### src/rtl/uart_tx_ctrl.sv
// rtl/uart_tx_ctrl.sv - UART serial transmitter with one-entry holding buffer
// Frames are start + 5..8 data bits LSB-first + stop; config latched at frame start.
module uart_tx_ctrl (
  input  logic        clk,
  input  logic        rst,
  input  logic [13:0] bit_period,
  input  logic [3:0]  data_size,
  input  logic [7:0]  tx_data,
  input  logic        tx_valid,
  output logic        tx_ready,
  output logic        serial_out,
  output logic        tx_busy,
  output logic        tx_done
);

  typedef enum logic [1:0] {IDLE, START, DATA, STOP} state_t;

  state_t      state;
  logic        full;
  logic [7:0]  hold_data;
  logic [7:0]  shreg;
  logic [13:0] cyc_cnt;
  logic [13:0] bp_l;
  logic [3:0]  bit_cnt;
  logic [3:0]  ds_l;

  logic [13:0] bp_clamp;
  logic [3:0]  ds_clamp;
  logic        bit_end;
  logic        frame_start;

  assign bp_clamp    = (bit_period == 14'd0) ? 14'd1 : bit_period;
  assign ds_clamp    = (data_size >= 4'd5 && data_size <= 4'd8) ? data_size : 4'd8;
  assign bit_end     = (cyc_cnt == bp_l);
  // The buffer is only consumed when it is full, so a load and an unload never coincide.
  assign frame_start = full && ((state == IDLE) || (state == STOP && bit_end));
  assign tx_ready    = ~full;

  always_ff @(posedge clk) begin
    if (rst) begin
      state      <= IDLE;
      full       <= 1'b0;
      hold_data  <= 8'd0;
      shreg      <= 8'd0;
      cyc_cnt    <= 14'd0;
      bit_cnt    <= 4'd0;
      bp_l       <= 14'd1;
      ds_l       <= 4'd8;
      serial_out <= 1'b1;
      tx_busy    <= 1'b0;
      tx_done    <= 1'b0;
    end else begin
      tx_done <= 1'b0;
      if (tx_valid && !full) begin
        full      <= 1'b1;
        hold_data <= tx_data;
      end

      if (frame_start) begin
        full       <= 1'b0;
        shreg      <= hold_data;
        bp_l       <= bp_clamp;
        ds_l       <= ds_clamp;
        state      <= START;
        cyc_cnt    <= 14'd1;
        bit_cnt    <= 4'd0;
        serial_out <= 1'b0;
        tx_busy    <= 1'b1;
      end else begin
        case (state)
          IDLE: begin
            cyc_cnt    <= 14'd0;
            bit_cnt    <= 4'd0;
            serial_out <= 1'b1;
            tx_busy    <= 1'b0;
          end
          START: begin
            if (bit_end) begin
              state      <= DATA;
              cyc_cnt    <= 14'd1;
              bit_cnt    <= 4'd1;
              serial_out <= shreg[0];
            end else begin
              cyc_cnt <= cyc_cnt + 14'd1;
            end
          end
          DATA: begin
            if (bit_end) begin
              cyc_cnt <= 14'd1;
              if (bit_cnt == ds_l) begin
                state      <= STOP;
                bit_cnt    <= 4'd0;
                serial_out <= 1'b1;
                tx_done    <= (bp_l == 14'd1);
              end else begin
                shreg      <= {1'b0, shreg[7:1]};
                serial_out <= shreg[1];
                bit_cnt    <= bit_cnt + 4'd1;
              end
            end else begin
              cyc_cnt <= cyc_cnt + 14'd1;
            end
          end
          STOP: begin
            if (bit_end) begin
              state      <= IDLE;
              cyc_cnt    <= 14'd0;
              serial_out <= 1'b1;
              tx_busy    <= 1'b0;
            end else begin
              cyc_cnt <= cyc_cnt + 14'd1;
              // Registered pulse: raise it for the cycle in which the count reaches bp_l.
              tx_done <= ((cyc_cnt + 14'd1) == bp_l);
            end
          end
          default: state <= IDLE;
        endcase
      end
    end
  end

endmodule

### config.mk
export PLATFORM = sky130hd
export DESIGN_NAME = uart_tx_ctrl
export DESIGN_NICKNAME = d
export VERILOG_FILES = /design/src/rtl/uart_tx_ctrl.sv
export SDC_FILE = /design/constraint.sdc
export NUM_CORES = 1
export LEC_CHECK = 0
export ABC_AREA = 1
export CORE_ASPECT_RATIO = 0.7
export CORE_MARGIN = 2
export CORE_UTILIZATION = 32
export CTS_CLUSTER_SIZE = 10
export DETAILED_ROUTE_END_ITERATION = 10
export GPL_ROUTABILITY_DRIVEN = 0
export SYNTH_ARGS = -nofsm -noshare
export SYNTH_HDL_FRONTEND = slang
export SYNTH_SLANG_ARGS = --single-unit
### constraint.sdc
create_clock -name clk -period 4.43 [get_ports clk]
set_clock_uncertainty 0.15 [all_clocks]
set_input_delay 1.329 -clock clk [delete_from_list [all_inputs] [get_ports clk]]
set_output_delay 1.329 -clock clk [all_outputs]
set_load 0.02 [all_outputs]
Word level (Yosys, flattened, before mapping). Cells that the tools add are included.

Bits in registers: 58. Bits in latches: 0. RAM bits: 0. Memory bits (read-only): 0. Bits of input ports: 29. Output and inout port bits: 4. Logic and storage cells: 89. Memories: 0.

Add/sub/neg operators: 2. Multipliers: 0. Div/mod/pow operators: 0. Magnitude comparators: 2. Eq/ne operators: 16. Shifts and indexed selects: 0. Mux-type cells: 33. Bitwise logic cells: 1. Reduce and logical (&&, ||, !) cells: 22.

Operators with widths (number): 14-bit two-way mux (3); 14-bit case mux with 3 select lines (1); 8-bit two-way mux (4); 14-bit == test (2); 4-bit two-way mux (4); 14-bit by 1-bit adder with 14-bit output, second input constant (1); 14-bit by 1-bit == test with 1-bit output, second input constant (1); 14-bit zero test (1); 1-bit two-way mux (12); 3-bit inequality test, second input constant (4); 4-bit case mux with 3 select lines (1); 2-bit inequality test, second input constant (5); 5-bit AND reduction (2); 3-bit AND reduction (3); 3-bit nonzero test (3); 2-bit two-way mux (4); 2-bit case mux with 3 select lines (1); 4-bit by 1-bit adder with 4-bit output, second input constant (1); 2-bit == test, second input constant (2); 4-bit == test (1); 4-bit by 3-bit >= comparator with 1-bit output, second input constant (1); 4-bit <= comparator, second input constant (1); 1-bit logical AND (4); 1-bit case mux with 2 select lines (2); 10 further kinds (12).

Longest topological paths before layout.
Depth in word-level cells: 6. Mapped depth: 14. Gate-level depth less buffers: 13.

Worst setup path after synthesis. Ideal clock, no wire load.

Path kind: in2reg. Start: in tx_valid. End: reg hold_data[7]. Setup time: 0.120 ns. Arrival time: 2.064 ns. Data required time: 4.160 ns. Slack: 2.097 ns. Cell stages on the path: 5. Path buffers: 0. Cells stage by stage: inv_1 nor2_1 clkinv_1 o21ai_0 a21oi_1.

Cells in the longest elaborated chain, start to end: 1.

Ends and longest elaborated chain: from (decl) (line 9) `input logic tx_valid,`; 1-bit logical AND (line 54) `if (tx_valid && !full) begin`; to (signal assigned) (line 56) `hold_data <= tx_data;`; to (decl) (line 20) `logic [7:0] hold_data;`.

Every way passes these cells. A chain may end at the register's enable or synchronous reset.

Worst setup path in the final report.
Start: in rst. End: reg cyc_cnt[3].

Cells in the longest elaborated chain, start to end: 1.

Ends and longest elaborated chain: from (decl) (line 5) `input logic rst,`; 2-bit OR reduction (no source line); to (signal assigned) (line 84) `cyc_cnt <= cyc_cnt + 14'd1;`; to (signal assigned) (line 101) `cyc_cnt <= cyc_cnt + 14'd1;`; to (signal assigned) (line 111) `cyc_cnt <= cyc_cnt + 14'd1;`; to (decl) (line 22) `logic [13:0] cyc_cnt;`.

Every way passes these cells.

==> implementation parameters <==
Parameter                              Value

Status
  Outcome    complete, no violations

Floorplanning
  Core Area    0.00968 mm2
  Count of standard-cell rows    30
  Die Ht    87.6 um
  Die width    123 um
  Area of the die    0.0108 mm2
  I/O pin cnt    33
  Effective utilization at floorplan    33.0%

Logic synthesis
  Number of cells produced by synthesis    474
  Largest area contributor in the synthesized netlist    sky130_fd_sc_hd__dfxtp_1
  Average cell area after synthesis    6.73 um2
  Number of synthesized register bits    58
  Sequential fraction of the synthesis area    36.4%
  Most numerous cell in the Yosys netlist    sky130_fd_sc_hd__nand2_1
  Cell types with the highest counts after synthesis    124 x sky130_fd_sc_hd__nand2_1, 59 x sky130_fd_sc_hd__nor2_1, 58 x sky130_fd_sc_hd__dfxtp_1
  YS warnings    0
  Cell area after technology mapping    0.00319 mm2
  Distinct cell type count of the synthesized netlist    34
  Top post-synthesis cells by area    sky130_fd_sc_hd__dfxtp_1 36%, sky130_fd_sc_hd__nand2_1 15%, sky130_fd_sc_hd__nor2_1 6.9%
  Post-synth ARST share    0%
  Most used DFF post-synth    sky130_fd_sc_hd__dfxtp_1
  Net Count, Synth    511
  Share of Yosys cell area claimed by the top area cell type    36.4%
  Number of enable-type register cells in the synthesized netlist    0

Timing
  Slew at the pin closest to its max-slew limit    0.577 ns
  Final Hold Viols    0
  Setup repair after global routing missed its margin    no
  Crit share post-route    68.0%
  Peak clock frequency supported by timing    0.332 GHz
  Count of final max-slew check failures    0
  Slew HR    61.2%
  Final setup violating endpoints    0
  Total negative slack    0 ns
  Final critical-path required period    3.01 ns

Routing
  Iteration-0 DRC count of the detailed router    193
  Total wire length after detailed routing    8300 um
  Via count of the routed design    3,122
  Detailed-router iteration count before antenna repair    5
  Routed length per placed instance    12.9 um
  Post-detailed-route via-to-cell ratio    4.86
  Number of DRC violations after detailed routing    0
  Residual antenna-violating net count after detailed routing    0

Cells and area
  Multi-input gate area    0.00173 mm2
  Final design utilization    40.7%
  Count of filler cells inserted in the layout    1,045
  Area taken by flip-flops and latches    0.00116 mm2
  Share of post-route cells with drive strength above 1    8.17%
  Number of inserted diodes    0
  Area added between synthesis and finish    23.5%
  Net count, final    546
  Finished layout cell area    0.00394 mm2

Clock network
  TritonCTS clock tree    done
  Number of resized instances in the post-cts repair step    0
  CTS HTree Levels    3
  Insertion delay to the later sink of the worst-skew pair    0.32 ns
  Clock root buffer    sky130_fd_sc_hd__clkbuf_16
  Count of clock tree sinks    58
  Post-CTS clock slew at the launch and capture registers of the worst setup and hold paths    0.05 ns
  Maximum clock path buffer count    2
  Buffer count from post-CTS setup fixing    0
  Hold buffers post-CTS    0
  Number of buffers created by CTS    9

Setup path
  Arrival time of the worst setup path    3.07 ns
  R2R cell count    13
  Setup crit start kind    input pin
  Crit path capture    cyc_cnt[3]$_SDFF_PP0_
  Maximum fanout along the worst path    17
  Slack of the worst reg-to-reg path    1.87 ns
  Worst flop-to-flop path endpoint    cyc_cnt[3]$_SDFF_PP0_
  Stages on the worst setup path    6
  Cell at the slowest stage of the critical path    sky130_fd_sc_hd__clkdlybuf4s50_1
  Critical setup path kind    in2reg
  Launching instance or port of the critical path    rst
  Largest stage delay on the critical path    0.78 ns
  Top Family by Delay on Critical Path    buffers and inverters
  Source of the worst register-to-register timing path    bp_l[2]$_SDFFE_PP0N_
  CP Cell Sequence    clkdlybuf4s50_1, clkinv_1, nand2_2, inv_2, nand2_4, a21oi_1
  Number of buffer and inverter instances along the worst setup path    3
  Endpoint kind of the worst setup timing path    flop
  CP Data Required Time    4.48 ns

Power and ir drop
  Final Total Pwr    1.69 mW
  PD cells    429 mW/mm2
  Max VDD drop    0.000159 V
  Static leakage    1.65 nW

Global routing
  Remaining Overflow, GRT    0
  Overall routing resource usage    16.3%
  Initial antenna violation count    0
  Global-route wire length before repair    13,400 um
  Maximum number of pins on one net before global-route repair    31
  Via count of the first global-routing pass    2,737

Placement
  Placed inst area    0.00361 mm2
  Dpl hpwl    6230 um
  Count of input and output buffers    32

Hold path
  Path type of the worst min-delay path    reg2reg

Flow run
  Number of max-cap violations    0
report_power, final:
group | internal, mW | switching (mW) | total, mW
Combinational | 0.117 | 0.196 | 0.313
Clock | 0.548 | 0.233 | 0.781
Sequential | 0.565 | 0.0314 | 0.596
Total | 1.23 | 0.461 | 1.69
worst min-delay path: cells and delay by family, from the launching register on:
kind	cells	cell delay, ns
compound gates	1	0.06
flops	1	0.29
buf+inv	1	0.06
registers in the layout, summed over array words and instances (netlist names):
signal / count
tx_busy: 1
state: 2
full: 1
bit_cnt: 4
shreg: 8
serial_out: 1
ds_l: 4
hold_data: 8
cyc_cnt: 14
bp_l: 14
tx_done: 1
stage by stage:
step / worst slack, ns / hold WS, ns / cells
floorplan: 2.10 / 0.281 / 474
global placement: 1.13 / 0.295 / 626
detailed placement: 1.09 / 0.301 / 626
CTS: 1.42 / 0.308 / 642
global route: 1.29 / 0.328 / 642
finish: 1.42 / 0.307 / 642
routing by layer:
layer / vias up / wire, um / GRT usage (%)
li1: 1588 / - / -
met1: 1437 / 4160 / 23.9
met2: 91 / 3520 / 23.6
met3: 6 / 557 / 4.10
met4: 0 / 69 / 4.65
met5: - / 0 / 0
worst min path at each step:
| stage | cells past startpoint | slack (ns) | end | startpoint |
|---|---|---|---|---|
| floorplan | 2 | 0.28 | hold_data[7]$_SDFFE_PP0P_ | hold_data[7]$_SDFFE_PP0P_ |
| global placement | 2 | 0.30 | hold_data[7]$_SDFFE_PP0P_ | hold_data[7]$_SDFFE_PP0P_ |
| detailed placement | 2 | 0.30 | hold_data[7]$_SDFFE_PP0P_ | hold_data[7]$_SDFFE_PP0P_ |
| CTS | 2 | 0.31 | hold_data[7]$_SDFFE_PP0P_ | hold_data[7]$_SDFFE_PP0P_ |
| global route | 2 | 0.33 | hold_data[7]$_SDFFE_PP0P_ | hold_data[7]$_SDFFE_PP0P_ |
| finish | 2 | 0.31 | hold_data[7]$_SDFFE_PP0P_ | hold_data[7]$_SDFFE_PP0P_ |
layout by cell type, fill, tap and decap left out, types with 3 or more instances in the layout:
master and instances:
sky130_fd_sc_hd__nand2_1 124, sky130_fd_sc_hd__inv_2 6, sky130_fd_sc_hd__o21ai_1 4, sky130_fd_sc_hd__inv_1 53, sky130_fd_sc_hd__nand3_1 38, sky130_fd_sc_hd__nand2_2 4, sky130_fd_sc_hd__nand4_1 8, sky130_fd_sc_hd__nor4_1 3
sky130_fd_sc_hd__nor2_2 3, sky130_fd_sc_hd__o21ai_0 34, sky130_fd_sc_hd__nor2_1 59, sky130_fd_sc_hd__xor2_1 13, sky130_fd_sc_hd__o21ai_2 6, sky130_fd_sc_hd__bufinv_16 3, sky130_fd_sc_hd__clkbuf_16 9, sky130_fd_sc_hd__dfxtp_1 58
sky130_fd_sc_hd__a21oi_1 22, sky130_fd_sc_hd__nand2_4 4, sky130_fd_sc_hd__ha_1 8, sky130_fd_sc_hd__clkdlybuf4s50_1 32, sky130_fd_sc_hd__nor2_4 3
kinds of logic after synthesis:
kind of cell	after synthesis	synth area share (%)
AO/OA/AOI/OAI	73	12.7
buffers and inverters	70	9.45
AND/OR/NAND/NOR	250	34.2
adder cells (fa/ha/maj)	8	3.14
XOR/XNOR	15	4.12
flip-flops	58	36.4
layout make-up:
cell class | instances | share of cell area [%]
flip-flops and latches | 58 | 29.5
repair buffers | 33 | 8.31
well taps | 128 | 4.06
multi-input cells | 346 | 43.9
clock buffers | 11 | 5.90
inverters | 61 | 5.81
clock inverters | 5 | 2.60
(Power assumes the default switching activity.)
